## src/rtl/seg7_pkg.sv

```systemverilog
// Shared constants and scan-state encoding for the 7-segment scan controller.
package seg7_pkg;

    localparam logic [6:0] SEG_BLANK = 7'h7F;

    typedef enum logic [1:0] {
        IDLE  = 2'd0,
        BLANK = 2'd1,
        SHOW  = 2'd2
    } scan_state_t;

endpackage

```

## src/rtl/seg7_slot_timer.sv

```systemverilog
// Per-digit slot counter: strobes end of blanking and end of slot; 0-cycle strobe latency.
// i_clr holds the count at 0 so the first slot after a (re)start is full length.
module seg7_slot_timer #(
    parameter int DIV       = 1000,
    parameter int BLANK_CYC = 2
) (
    input  logic i_clk,
    input  logic i_rst_n,
    input  logic i_clr,
    output logic o_blank_end,
    output logic o_slot_end
);

    localparam int CW = $clog2(DIV);

    logic [CW-1:0] r_cnt;

    assign o_blank_end = (r_cnt == CW'(BLANK_CYC - 1));
    assign o_slot_end  = (r_cnt == CW'(DIV - 1));

    always_ff @(posedge i_clk or negedge i_rst_n) begin
        if (!i_rst_n) begin
            r_cnt <= '0;
        end else if (i_clr || o_slot_end) begin
            r_cnt <= '0;
        end else begin
            r_cnt <= r_cnt + 1'b1;
        end
    end

endmodule

```

## src/rtl/seg7_scan_ctrl.sv

```systemverilog
// Time-multiplexed 7-seg scan with one shared external decoder; segment/anode pads registered.
// Frames are double-buffered: a new frame waits in the shadow until a frame boundary (load_ready low).
module seg7_scan_ctrl
    import seg7_pkg::*;
#(
    parameter int DIGITS    = 4,
    parameter int DIV       = 1000,
    parameter int BLANK_CYC = 2
) (
    input  logic                  i_clk,
    input  logic                  i_rst_n,
    input  logic                  i_enable,
    input  logic                  i_load_valid,
    output logic                  o_load_ready,
    input  logic [4*DIGITS-1:0]   i_load_bcd,
    input  logic [DIGITS-1:0]     i_load_dp,
    output logic [3:0]            o_dec_bcd,
    input  logic [6:0]            i_dec_seg,
    output logic [6:0]            o_seg_n,
    output logic                  o_dp_n,
    output logic [DIGITS-1:0]     o_an_n,
    output logic                  o_frame_done
);

    localparam int              IW       = $clog2(DIGITS);
    localparam logic [IW-1:0]   LAST_IDX = IW'(DIGITS - 1);

    scan_state_t          r_state;
    scan_state_t          w_state_nxt;
    logic [IW-1:0]        r_idx;
    logic [IW-1:0]        w_idx_nxt;
    logic [4*DIGITS-1:0]  r_act_bcd;
    logic [DIGITS-1:0]    r_act_dp;
    logic [4*DIGITS-1:0]  r_shd_bcd;
    logic [DIGITS-1:0]    r_shd_dp;
    logic                 r_pending;
    logic [6:0]           r_seg_n;
    logic                 r_dp_n;
    logic [DIGITS-1:0]    r_an_n;
    logic                 w_tmr_clr;
    logic                 w_blank_end;
    logic                 w_slot_end;
    logic                 w_frame_done;
    logic                 w_commit_pt;
    logic                 w_xfer;
    logic                 w_show_nxt;
    logic [DIGITS-1:0]    w_an_sel;

    assign w_tmr_clr = (r_state == IDLE) || !i_enable;

    seg7_slot_timer #(
        .DIV       (DIV),
        .BLANK_CYC (BLANK_CYC)
    ) u_slot_timer (
        .i_clk       (i_clk),
        .i_rst_n     (i_rst_n),
        .i_clr       (w_tmr_clr),
        .o_blank_end (w_blank_end),
        .o_slot_end  (w_slot_end)
    );

    always_comb begin
        w_state_nxt = r_state;
        w_idx_nxt   = r_idx;
        if (!i_enable) begin
            w_state_nxt = IDLE;
            w_idx_nxt   = '0;
        end else begin
            case (r_state)
                IDLE: begin
                    w_state_nxt = BLANK;
                    w_idx_nxt   = '0;
                end
                BLANK: begin
                    if (w_blank_end) w_state_nxt = SHOW;
                end
                SHOW: begin
                    if (w_slot_end) begin
                        w_state_nxt = BLANK;
                        w_idx_nxt   = (r_idx == LAST_IDX) ? '0 : r_idx + 1'b1;
                    end
                end
                default: begin
                    w_state_nxt = IDLE;
                    w_idx_nxt   = '0;
                end
            endcase
        end
    end

    assign w_frame_done = i_enable && (r_state == SHOW) && w_slot_end && (r_idx == LAST_IDX);
    // Safe points to swap the active frame without tearing a scan in progress.
    assign w_commit_pt  = (r_state == IDLE) || w_frame_done;
    assign w_xfer       = i_load_valid && !r_pending;

    always_ff @(posedge i_clk or negedge i_rst_n) begin
        if (!i_rst_n) begin
            r_state <= IDLE;
            r_idx   <= '0;
        end else begin
            r_state <= w_state_nxt;
            r_idx   <= w_idx_nxt;
        end
    end

    always_ff @(posedge i_clk or negedge i_rst_n) begin
        if (!i_rst_n) begin
            r_act_bcd <= '0;
            r_act_dp  <= '0;
            r_shd_bcd <= '0;
            r_shd_dp  <= '0;
            r_pending <= 1'b0;
        end else if (w_xfer && w_commit_pt) begin
            r_act_bcd <= i_load_bcd;
            r_act_dp  <= i_load_dp;
        end else if (w_xfer) begin
            r_shd_bcd <= i_load_bcd;
            r_shd_dp  <= i_load_dp;
            r_pending <= 1'b1;
        end else if (r_pending && w_commit_pt) begin
            r_act_bcd <= r_shd_bcd;
            r_act_dp  <= r_shd_dp;
            r_pending <= 1'b0;
        end
    end

    // Pads are loaded from the next state so they line up with r_state;
    // the decoder result sampled in the last blank cycle covers its latency.
    assign w_show_nxt = (w_state_nxt == SHOW);
    assign w_an_sel   = DIGITS'(1) << w_idx_nxt;

    always_ff @(posedge i_clk or negedge i_rst_n) begin
        if (!i_rst_n) begin
            r_seg_n <= SEG_BLANK;
            r_dp_n  <= 1'b1;
            r_an_n  <= '1;
        end else begin
            r_seg_n <= w_show_nxt ? i_dec_seg : SEG_BLANK;
            r_dp_n  <= w_show_nxt ? ~r_act_dp[w_idx_nxt] : 1'b1;
            r_an_n  <= w_show_nxt ? ~w_an_sel : '1;
        end
    end

    assign o_dec_bcd    = (r_state == IDLE) ? 4'd0 : r_act_bcd[4*r_idx +: 4];
    assign o_seg_n      = r_seg_n;
    assign o_dp_n       = r_dp_n;
    assign o_an_n       = r_an_n;
    assign o_frame_done = w_frame_done;
    assign o_load_ready = !r_pending;

endmodule

```

## config.mk

```make
export PLATFORM = sky130hd
export DESIGN_NAME = seg7_scan_ctrl
export DESIGN_NICKNAME = d
export VERILOG_FILES = /design/src/rtl/seg7_pkg.sv /design/src/rtl/seg7_slot_timer.sv /design/src/rtl/seg7_scan_ctrl.sv
export SDC_FILE = /design/constraint.sdc
export NUM_CORES = 1
export LEC_CHECK = 0
export ABC_CLOCK_PERIOD_IN_PS = 3000
export CELL_PAD_IN_SITES_DETAIL_PLACEMENT = 0
export CELL_PAD_IN_SITES_GLOBAL_PLACEMENT = 1
export CORE_ASPECT_RATIO = 1.75
export CORE_MARGIN = 5
export CORE_UTILIZATION = 46
export DETAILED_ROUTE_END_ITERATION = 6
export PLACE_DENSITY_LB_ADDON = 0.1
export SLEW_MARGIN = 25
export SYNTH_ARGS = -nofsm -noshare
export SYNTH_HDL_FRONTEND = slang
export SYNTH_SLANG_ARGS = --single-unit
```

## constraint.sdc

```tcl
create_clock -name i_clk -period 3 [get_ports i_clk]
set_input_delay 0.6 -clock i_clk [delete_from_list [all_inputs] [get_ports i_clk]]
set_output_delay 0.6 -clock i_clk [all_outputs]
set_load 0.01 [all_outputs]
```

==> impl_metrics.json <==
{
  "hp-class": "in -> async",
  "path_cells": "ha_1 -> nand3_2 -> nor4_2 -> clkdlybuf4s50_1",
  "grt_pass1_vias": 2639,
  "setup-tns-final_ps": 0,
  "fin_hold_ws_ps": 343,
  "n_antenna_cell": 0,
  "nNetsFinal": 393,
  "cellLeakagePower_nw": 1.69,
  "layout_common_cells": "dfrtp_1 (54), clkdlybuf4s50_1 (47), o21ai_0 (24)",
  "cts_buffers": 9,
  "final_common_cell": "dfrtp_1",
  "max_slew_margin_pct": 48.4,
  "worstSetupPathType": "reg -> out",
  "post-route-period-util_pct": 95.3,
  "hpwl_um": 5290,
  "grt_usage_pct": 19.0,
  "grt_first_pass_wirelength_um": 12900,
  "startpoint_type": "register",
  "yosys_warnings": 0,
  "p_per_area_nw_per_um2": 641,
  "cts_tree": "yes",
  "drt_pass1_iterations": 4,
  "num_vias": 2586,
  "synth_cells": 304,
  "syn_avg_cell_area_um2": 11.0,
  "rrSetupSlack_ps": 670,
  "finalInstanceArea_um2": 4240,
  "cp.arrival_ps": 2260,
  "r2r-start": "u_slot_timer.r_cnt[0]$_DFF_PN0_",
  "clk_path_buf_depth": 2,
  "holdBufCountCts": 0,
  "drc": 0,
  "clock-sinks": 67,
  "syn_nets": 342,
  "path_buf_inv": 1,
  "clkTransAtPathRegs_ps": 50,
  "htree_levels": 3,
  "synth_area_um2": 3350,
  "gr-total-overflow": 0,
  "start_util_pct": 46.6,
  "slowest_stage": "clkdlybuf4s50_1",
  "placed_area_um2": 3940,
  "place_congestion": 0.774,
  "reg2reg_depth": 7,
  "clock.fmax_mhz": 350,
  "io_buffers": 48,
  "drv_cap": 0,
  "reg2reg_to": "r_shd_dp[2]$_DFFE_PN0P_",
  "dieArea_um2": 9150,
  "period_minus_slack_ps": 2860,
  "path_delay_family": "simple AND/OR/NAND/NOR gates",
  "cp.required_ps": 2400,
  "post_cts_buffers": 0,
  "drive_gt1_share_pct": 20.0,
  "power_mw": 2.72,
  "drtAntennaViolNets": 0,
  "skew_ps": 6.28,
  "synthArstFlopShare_pct": 100,
  "core_area_um2": 7180,
  "viasPerCell": 5.80,
  "slew_violations": 0,
  "outcome": "finished, final reports clean",
  "finalWirelength_um": 7970,
  "die_w_um": 74.5,
  "drt_iter0_drc": 162,
  "die_y_um": 123,
  "slowest_delay_ps": 610,
  "clock_latency_ps": 330,
  "yosysSeqAreaShare_pct": 50.5,
  "ir_worst_vdd_mv": 0.485,
  "ios": 49,
  "synth_edf_count": 0,
  "endpoint_kind": "output port",
  "tightest_slew_ps": 773,
  "crit_fanout": 7,
  "grt_max_degree": 36,
  "rows": 41,
  "ys.flop_type": "dfrtp_1",
  "wire_per_inst_um": 17.9,
  "clockRootBuffer": "clkbuf_16",
  "ys_ff_latch": 67,
  "cts_resized": 0,
  "grt_antenna_before_repair": 0,
  "ys_types": 47,
  "rsz0062_at_grt": "no",
  "syn_to_final_growth_pct": 26.6,
  "hold_violations": 0,
  "finalSetupViolations": 0
}
==> per-stage QoR <==
step	setup slack, ps	std cells	util, %
2_1_floorplan	966	304	-
4_1_cts	74.9	446	59.0
3_5_place_dp	260	430	54.9
3_3_place_gp	295	430	54.9
6_report	141	446	59.0
5_1_grt	19.2	446	59.0
==> per-layer routing <==
metal  wire, um  GRT usage [%]  vias up
met5          0              0        -
met4        169           8.80        0
met3        407           4.92       13
met2       4280           32.4       68
met1       3110           21.5     1280
li1           -              -     1225
==> logic make-up after synthesis <==
group	Yosys count	synth area share [%]
fa+ha+maj	7	2.62
flops	67	50.5
compound gates	81	16.0
buf+inv	24	3.44
mux	24	9.42
xor+xnor	7	1.83
simple gates	94	16.2
==> sequential cells by signal, summed over array words and instances, names as in the netlist <==
signal              count
r_act_bcd              16
r_pending               1
o_seg_n                 7
r_state                 2
o_an_n                  4
r_idx                   2
u_slot_timer.r_cnt     10
r_shd_bcd              16
o_dp_n                  1
r_shd_dp                4
r_act_dp                4
==> layout make-up <==
type,count,area [um^2]
Fill cell,642,2940
Clock inverter,1,7.51
Sequential cell,67,1690
Clock buffer,15,288
Inverter,5,18.8
Tap cell,86,108
Multi-Input combinational cell,213,1560
Timing Repair Buffer,59,571
==> worst register-to-register path, delay by kind of cell (launching register included) <==
family                     cells  cell delay, ps
muxes                          1             380
and+or+nand+nor                4             870
DFF                            1             400
buffers and inverters          1             300
adders and majority gates      1             270
==> synth_stat cells (3+ instances only) <==
| master | instances | area (um^2) |
|---|---|---|
| inv_1 | 5 | 18.8 |
| dfstp_2 | 12 | 315 |
| and3_1 | 4 | 25.0 |
| buf_2 | 7 | 35.0 |
| o21ai_0 | 24 | 120 |
| nor2_1 | 14 | 52.6 |
| mux4_2 | 4 | 90.1 |
| nand2b_1 | 8 | 50.1 |
| and2_1 | 8 | 50.1 |
| dfrtp_1 | 55 | 1380 |
| a31oi_1 | 22 | 138 |
| nor3_1 | 4 | 20.0 |
| xnor2_1 | 3 | 26.3 |
| xor2_1 | 4 | 35.0 |
| nand3_1 | 8 | 40.0 |
| nor2b_1 | 21 | 131 |
| a21oi_1 | 4 | 20.0 |
| ha_1 | 7 | 87.6 |
| mux2_2 | 20 | 225 |
| nand2_1 | 11 | 41.3 |
| a22oi_1 | 20 | 150 |
| clkbuf_1 | 8 | 30.0 |
==> how the worst max path moves through the flow <==
stage | startpoint | to | slack (ps) | depth (start not counted)
after floorplan | u_slot_timer.r_cnt[0]$_DFF_PN0_ | r_shd_bcd[0]$_DFFE_PN0P_ | 970 | 7
after global placement | i_enable | o_frame_done | 290 | 4
after detailed placement | i_enable | o_frame_done | 260 | 4
after CTS | r_idx[0]$_DFF_PN0_ | o_frame_done | 70 | 4
after global routing | u_slot_timer.r_cnt[0]$_DFF_PN0_ | o_frame_done | 20 | 4
final | u_slot_timer.r_cnt[0]$_DFF_PN0_ | o_frame_done | 140 | 4
==> power by group <==
group	internal, mW	total [mW]	switching [mW]
combinational	0.282	0.494	0.212
sequential	1.09	1.20	0.113
clock	0.650	1.03	0.375
total	2.02	2.72	0.700
Note: power is estimated with default switching activity, not from simulation.
